===== src/rtl/mem0_mem1_reg_pkg.sv =====
// Shared TLB exception codes, MEM1 block-FSM encodings and the payload record for the MEM0->MEM1 register.
package mem0_mem1_reg_pkg;

    localparam logic [4:0] EXCCODE_MOD  = 5'd1;
    localparam logic [4:0] EXCCODE_TLBL = 5'd2;
    localparam logic [4:0] EXCCODE_TLBS = 5'd3;

    localparam logic STATE_OPEN  = 1'b0;
    localparam logic STATE_BLOCK = 1'b1;

    typedef enum logic {
        OPEN  = STATE_OPEN,
        BLOCK = STATE_BLOCK
    } m1_state_e;

    typedef struct packed {
        logic        exc;
        logic [4:0]  exccode;
        logic        tlbRefill;
        logic [31:0] badVaddr;
    } exc_info_t;

    // kseg1 is the unmapped, uncached window 0xA000_0000-0xBFFF_FFFF
    function automatic logic isKseg1(input logic [31:0] vaddr);
        return vaddr[31:29] == 3'b101;
    endfunction

endpackage


===== src/rtl/mem0_mem1_reg_tlb_exc_encode.sv =====
// Combinational priority encoder: older exception > TLBL > TLBS > Mod.
module tlb_exc_encode
    import mem0_mem1_reg_pkg::*;
(
    input  logic        prev_exc_i,
    input  logic [4:0]  prev_exccode_i,
    input  logic        refill_l_i,
    input  logic        invalid_l_i,
    input  logic        refill_s_i,
    input  logic        invalid_s_i,
    input  logic        mod_i,
    input  logic [31:0] vaddr_i,
    output exc_info_t   info_o
);

    always_comb begin
        info_o = '0;
        if (prev_exc_i) begin
            info_o.exc     = 1'b1;
            info_o.exccode = prev_exccode_i;
        end else if (refill_l_i || invalid_l_i) begin
            // only the refill flavour uses the refill vector (offset 0x000)
            info_o.exc       = 1'b1;
            info_o.exccode   = EXCCODE_TLBL;
            info_o.tlbRefill = refill_l_i;
            info_o.badVaddr  = vaddr_i;
        end else if (refill_s_i || invalid_s_i) begin
            info_o.exc       = 1'b1;
            info_o.exccode   = EXCCODE_TLBS;
            info_o.tlbRefill = refill_s_i;
            info_o.badVaddr  = vaddr_i;
        end else if (mod_i) begin
            info_o.exc      = 1'b1;
            info_o.exccode  = EXCCODE_MOD;
            info_o.badVaddr = vaddr_i;
        end
    end

endmodule


===== src/rtl/mem0_mem1_reg.sv =====
// MEM0->MEM1 pipeline register with TLB exception encoding and a request-blocking FSM.
// Optional saturating TLB-exception counter enabled by TLB_EXC_CNT_EN.
module mem0_mem1_reg
    import mem0_mem1_reg_pkg::*;
(
    input  logic        clk,
    input  logic        reset,
    input  logic        flush,
    input  logic        m0_to_m1_valid,
    output logic        m1_allowin,
    input  logic        m1_ready_go,
    input  logic        m2_allowin,
    output logic        m1_to_m2_valid,
    input  logic [31:0] m0_vaddr,
    input  logic [31:0] m0_paddr,
    input  logic        m0_is_load,
    input  logic        m0_is_store,
    input  logic        m0_is_cache,
    input  logic        m0_prev_exc,
    input  logic [4:0]  m0_prev_exccode,
    input  logic        m0_tlb_refill_l,
    input  logic        m0_tlb_refill_s,
    input  logic        m0_tlb_invalid_l,
    input  logic        m0_tlb_invalid_s,
    input  logic        m0_tlb_mod,
    output logic        m1_valid,
    output logic [31:0] m1_paddr,
    output logic [31:0] m1_vaddr,
    output logic        m1_uncached,
    output logic        m1_exc,
    output logic [4:0]  m1_exccode,
    output logic [31:0] m1_badvaddr,
    output logic        m1_tlb_refill,
    output logic        m1_mem_req,
    output logic        m1_block,
    output logic [31:0] tlb_exc_cnt
);

    exc_info_t   excInfo;
    m1_state_e   state_q, state_d;
    logic        valid_q;
    logic [31:0] paddr_q, vaddr_q;
    logic        uncached_q, memOp_q, blockAtCap_q;
    exc_info_t   exc_q;
    logic        capture;

    tlb_exc_encode uEncode (
        .prev_exc_i     (m0_prev_exc),
        .prev_exccode_i (m0_prev_exccode),
        .refill_l_i     (m0_tlb_refill_l),
        .invalid_l_i    (m0_tlb_invalid_l),
        .refill_s_i     (m0_tlb_refill_s),
        .invalid_s_i    (m0_tlb_invalid_s),
        .mod_i          (m0_tlb_mod),
        .vaddr_i        (m0_vaddr),
        .info_o         (excInfo)
    );

    assign m1_allowin     = !valid_q || (m1_ready_go && m2_allowin);
    assign m1_to_m2_valid = valid_q && m1_ready_go;
    assign capture        = m0_to_m1_valid && m1_allowin && !flush;

    always_ff @(posedge clk) begin
        if (reset) begin
            valid_q <= 1'b0;
        end else if (flush) begin
            valid_q <= 1'b0;
        end else if (m1_allowin) begin
            valid_q <= m0_to_m1_valid;
        end
    end

    // blockAtCap_q snapshots the FSM so everything younger than an exception stays quiet
    always_ff @(posedge clk) begin
        if (reset) begin
            paddr_q      <= '0;
            vaddr_q      <= '0;
            uncached_q   <= 1'b0;
            memOp_q      <= 1'b0;
            blockAtCap_q <= 1'b0;
            exc_q        <= '0;
        end else if (capture) begin
            paddr_q      <= m0_paddr;
            vaddr_q      <= m0_vaddr;
            uncached_q   <= isKseg1(m0_vaddr);
            memOp_q      <= m0_is_load || m0_is_store || m0_is_cache;
            blockAtCap_q <= (state_q == BLOCK);
            exc_q        <= excInfo;
        end
    end

    always_ff @(posedge clk) begin
        if (reset) begin
            state_q <= OPEN;
        end else begin
            state_q <= state_d;
        end
    end

    always_comb begin
        state_d = state_q;
        if (flush) begin
            state_d = OPEN;
        end else if (state_q == OPEN && capture && excInfo.exc) begin
            state_d = BLOCK;
        end
    end

`ifdef TLB_EXC_CNT_EN
    logic [31:0] cnt_q;
    logic        tlbCause;

    assign tlbCause = excInfo.exc && !m0_prev_exc;

    always_ff @(posedge clk) begin
        if (reset) begin
            cnt_q <= '0;
        end else if (capture && tlbCause && cnt_q != 32'hFFFF_FFFF) begin
            cnt_q <= cnt_q + 32'd1;
        end
    end

    assign tlb_exc_cnt = cnt_q;
`else
    assign tlb_exc_cnt = '0;
`endif

    assign m1_valid      = valid_q;
    assign m1_paddr      = paddr_q;
    assign m1_vaddr      = vaddr_q;
    assign m1_uncached   = uncached_q;
    assign m1_exc        = exc_q.exc;
    assign m1_exccode    = exc_q.exccode;
    assign m1_badvaddr   = exc_q.badVaddr;
    assign m1_tlb_refill = exc_q.tlbRefill;
    assign m1_block      = (state_q == BLOCK);
    assign m1_mem_req    = valid_q && !exc_q.exc && !blockAtCap_q && memOp_q;

endmodule


===== config.mk =====
export PLATFORM = sky130hd
export DESIGN_NAME = mem0_mem1_reg
export DESIGN_NICKNAME = d
export VERILOG_FILES = /design/src/rtl/mem0_mem1_reg_pkg.sv /design/src/rtl/mem0_mem1_reg_tlb_exc_encode.sv /design/src/rtl/mem0_mem1_reg.sv
export SDC_FILE = /design/constraint.sdc
export NUM_CORES = 1
export LEC_CHECK = 0
export BUFFER_PORTS_ARGS = -buffer_cell sky130_fd_sc_hd__buf_2
export CAP_MARGIN = 20
export CORE_UTILIZATION = 46
export CTS_CLUSTER_DIAMETER = 150
export DETAILED_ROUTE_END_ITERATION = 8
export PLACE_DENSITY = 0.86
export RECOVER_POWER = 25
export SYNTH_ARGS = -nofsm -noshare
export SYNTH_HDL_FRONTEND = slang
export SYNTH_SLANG_ARGS = --single-unit

===== constraint.sdc =====
create_clock -name clk -period 1.6 [get_ports clk]
set_clock_uncertainty 0.15 [all_clocks]
set_input_delay 0.16 -clock clk [delete_from_list [all_inputs] [get_ports clk]]
set_output_delay 0.16 -clock clk [all_outputs]
set_load 0.02 [all_outputs]

==> run_results.csv <==
group,metric,value,unit
run_status,status,"completed",
power,power,5500,uW
power,combinationalPowerShare,0.200,
worst_hold_path,hold_path_class,"input pin to flip-flop",
cts,clock_path_buffers,2,
layout,n_antenna_cell,0,
logic_synthesis,syn_avg_cell_area,8.575,sq um
layout,nFillCells,728,
setup_path,criticalPathCategory,"input pin to flip-flop",
die,core_area,9684,sq um
placement,dp.final_hpwl,8705,microns
power,p_leak,0.002688,uW
logic_synthesis,yosys_register_bits,108,
power,switchingPower,1595,uW
timing,setup_tns,0,ns
placement,post-place-ws,0.08747,ns
power,seqPwrFrac,0.520,
die,io_pins,225,
timing,fmax,635.2,MHz
global_route,grtUsageTotal,0.2891,
timing,finalSetupViolations,0,
layout,multiInputGateArea,1943,sq um
route,ant_nets,0,
logic_synthesis,yosysWarnings,0,
setup_path,worst-path-max-fanout,32,
logic_synthesis,syn_area,4571,sq um
route,drtPass1Iterations,5,
logic_synthesis,syn_inst,533,
route,viasPerCell,5.480,
layout,design_area,6578,sq um
die,dieArea,10340,sq um
timing,drv_slew,0,
timing,min_period_over_period,0.9839,
cts,clkLatencyLatePin,0.35,ns
global_route,grt_busiest_layer,"met2",
cts,numCtsBuffers,9,
die,die_h,101.7,microns
timing,fin_crit,1.574,ns
cts,root_buffer,"clkbuf_8",
timing,rsz0062_at_grt,"yes",
placement,portBuffers,192,
timing,layout_setup_ws,0.02578,ns
layout,area_delta_synth_final,43.91,%
die,fp.dieW,101.7,microns
cts,cts.reportedPaths.clkPinSlew,0.10,ns
setup_path,start_kind,"input pin",
setup_path,end_kind,"flip-flop",
power,p_int,3906,uW
route,drt_iter0_markers,258,
global_route,globalRouteMet1Util,0.3293,
route,wirelength,15550,microns
setup_path,critical_path_arrival,1.68,ns
power,clkPwrFrac,0.280,
global_route,grt_pass1_vias,4887,
die,rows,36,
route,dr_total_vias,5025,
global_route,globalRouteMet3Util,0.06280,
power,p_sw_frac,0.2899,
route,routedWlPerCell,16.96,microns
die,initial_core_util,0.4720,
global_route,antenna_found_initial,0,
global_route,met2_usage,0.5161,
global_route,grt_max_degree,63,
route,drc_errors,0,
layout,nets,863,
power,ir_drop,0.4653,mV
global_route,gr-total-overflow,0,
setup_path,worstPathRequired,1.71,ns
logic_synthesis,seq_area_frac_synth,0.4730,
global_route,grt_pass1_wl,23390,microns
layout,final-seq-area,2163,sq um
placement,placed_area,5532,sq um
layout,drive_above_1_share,0.2513,
job,maxCapViolCount,0,
placement,gp_congestion,0.7685,
cts,cts_tree,"done",
power,powerDensity,836.2,nW/um^2
cts,htree_levels,3,
timing,hold_viol,0,
cts,cts_num_sinks,108,
logic_synthesis,yosysUniqueCellTypes,33,
==> worst paths after layout <==
check | start | to | slack, ns | cells past startpoint
hold / removal | m0_is_cache | memOp_q | 0.04 | 3
setup / recovery | flush | m1_badvaddr[7] | 0.03 | 6
hold reg to reg | m1_badvaddr[18] | m1_badvaddr[18] | 0.33 | 2
setup reg to reg | m1_valid | m1_paddr[27] | 0.06 | 5
==> through the flow <==
step / utilization / cells / hold WS, ns
2_1_floorplan: - / 564 / 0.1341
3_3_place_gp: 0.5712 / 822 / 0.2627
3_5_place_dp: 0.5712 / 822 / 0.2705
4_1_cts: 0.6705 / 914 / 0.04794
5_1_grt: 0.6792 / 917 / 0.03682
6_report: 0.6792 / 917 / 0.04040
==> flip-flops by register name (all words and copies together), names as in the netlist <==
signal and cells:
m1_badvaddr 32, m1_paddr 32, m1_vaddr 32, m1_exccode 5
blockAtCap_q 1, m1_block 1, m1_exc 1, m1_tlb_refill 1
m1_uncached 1, m1_valid 1, memOp_q 1
==> cell families (layout without fill, tap and decap cells) <==
family                 Yosys count  count (layout)  synth area share
and+or+nand+nor                119             119            0.1429
buffers and inverters          119             339            0.1410
other                            1              32         0.0008205
AOI/OAI and AO/OA              186             186            0.2423
DFF                            108             108            0.4730
==> cells in the mapped netlist <==
master	count	area (sq um)
dfxtp_1	108	2162
a21oi_1	73	365.4
o21ai_0	71	355.3
nand3_1	66	330.3
buf_4	40	300.3
nand2b_1	34	212.7
inv_1	33	123.9
o32ai_1	33	289.0
clkbuf_1	26	97.59
buf_2	14	70.07
buf_6	4	45.04
a211oi_1	3	22.52
nand2_1	3	11.26
nand4_1	3	18.77
nor3_1	3	15.01
nor2_1	2	7.510
a21boi_4	1	18.77
a22oi_1	1	7.510
and2_1	1	6.260
and2b_1	1	7.510
buf_1	1	3.750
conb_1	1	3.750
inv_2	1	3.750
nor2_2	1	6.260
nor2b_1	1	6.260
o2111ai_1	1	8.760
o2111ai_4	1	26.28
o21a_1	1	7.510
o22ai_1	1	6.260
or2_2	1	6.260
or3_1	1	6.260
or3_4	1	11.26
or4_1	1	7.510
==> layer usage <==
layer	up-vias	share of wire
li1	2298	-
met1	2339	0.38
met2	329	0.50
met3	59	0.076
met4	0	0.037
met5	-	0
==> power groups by stage <==
stage / clock network, uW / registers (uW) / logic (uW)
2_1_floorplan: 0 / 3050 / 468
6_report: 1540 / 2860 / 1100
5_1_grt: 1690 / 2870 / 1170
4_1_cts: 1580 / 2850 / 1040
3_3_place_gp: 0 / 2910 / 857
3_5_place_dp: 0 / 2910 / 882
==> worst max-delay path, cell delays in order <==
cell and delay (ns):
dlygate4sd3_1 0.55, buf_2 0.15, and2b_4 0.34, o2111ai_4 0.13
buf_12 0.20, o32ai_1 0.14
==> layout by cell type (no fill, tap or decap), types with 2 or more instances in the layout <==
cell type        n
conb_1          32
nand4_1          3
buf_6            2
inv_1           33
nor3_1           2
clkbuf_1        52
o32ai_1         29
buf_2          139
nand2_1          3
dlygate4sd3_1   73
buf_12           7
nand3_1         66
a21oi_1         72
clkbuf_16        2
buf_8            3
nor2_1           2
nand2b_1        33
o21ai_0         66
a211oi_1         2
dfxtp_1        107
buf_4           12
o21ai_1          5
clkbuf_8        11
o32ai_2          4
==> layout make-up <==
type | instances | area share
flip-flops and latches | 108 | 0.3289
repair buffers | 289 | 0.3032
clock inverters | 3 | 0.003234
multi-input cells | 337 | 0.2954
clock buffers | 13 | 0.02416
well taps | 133 | 0.02530
inverters | 34 | 0.01978
==> timing repair <==
action                                  CTS  global route
hold buffers                             73             0
buffers inserted                          2             1
hold endpoints to repair                106             0
gates cloned                              1             2
pin swaps                                 0             1
resized for setup                         2            25
endpoints found under the setup margin    1            68
No activity file was read; power rests on OpenSTA's default activity.
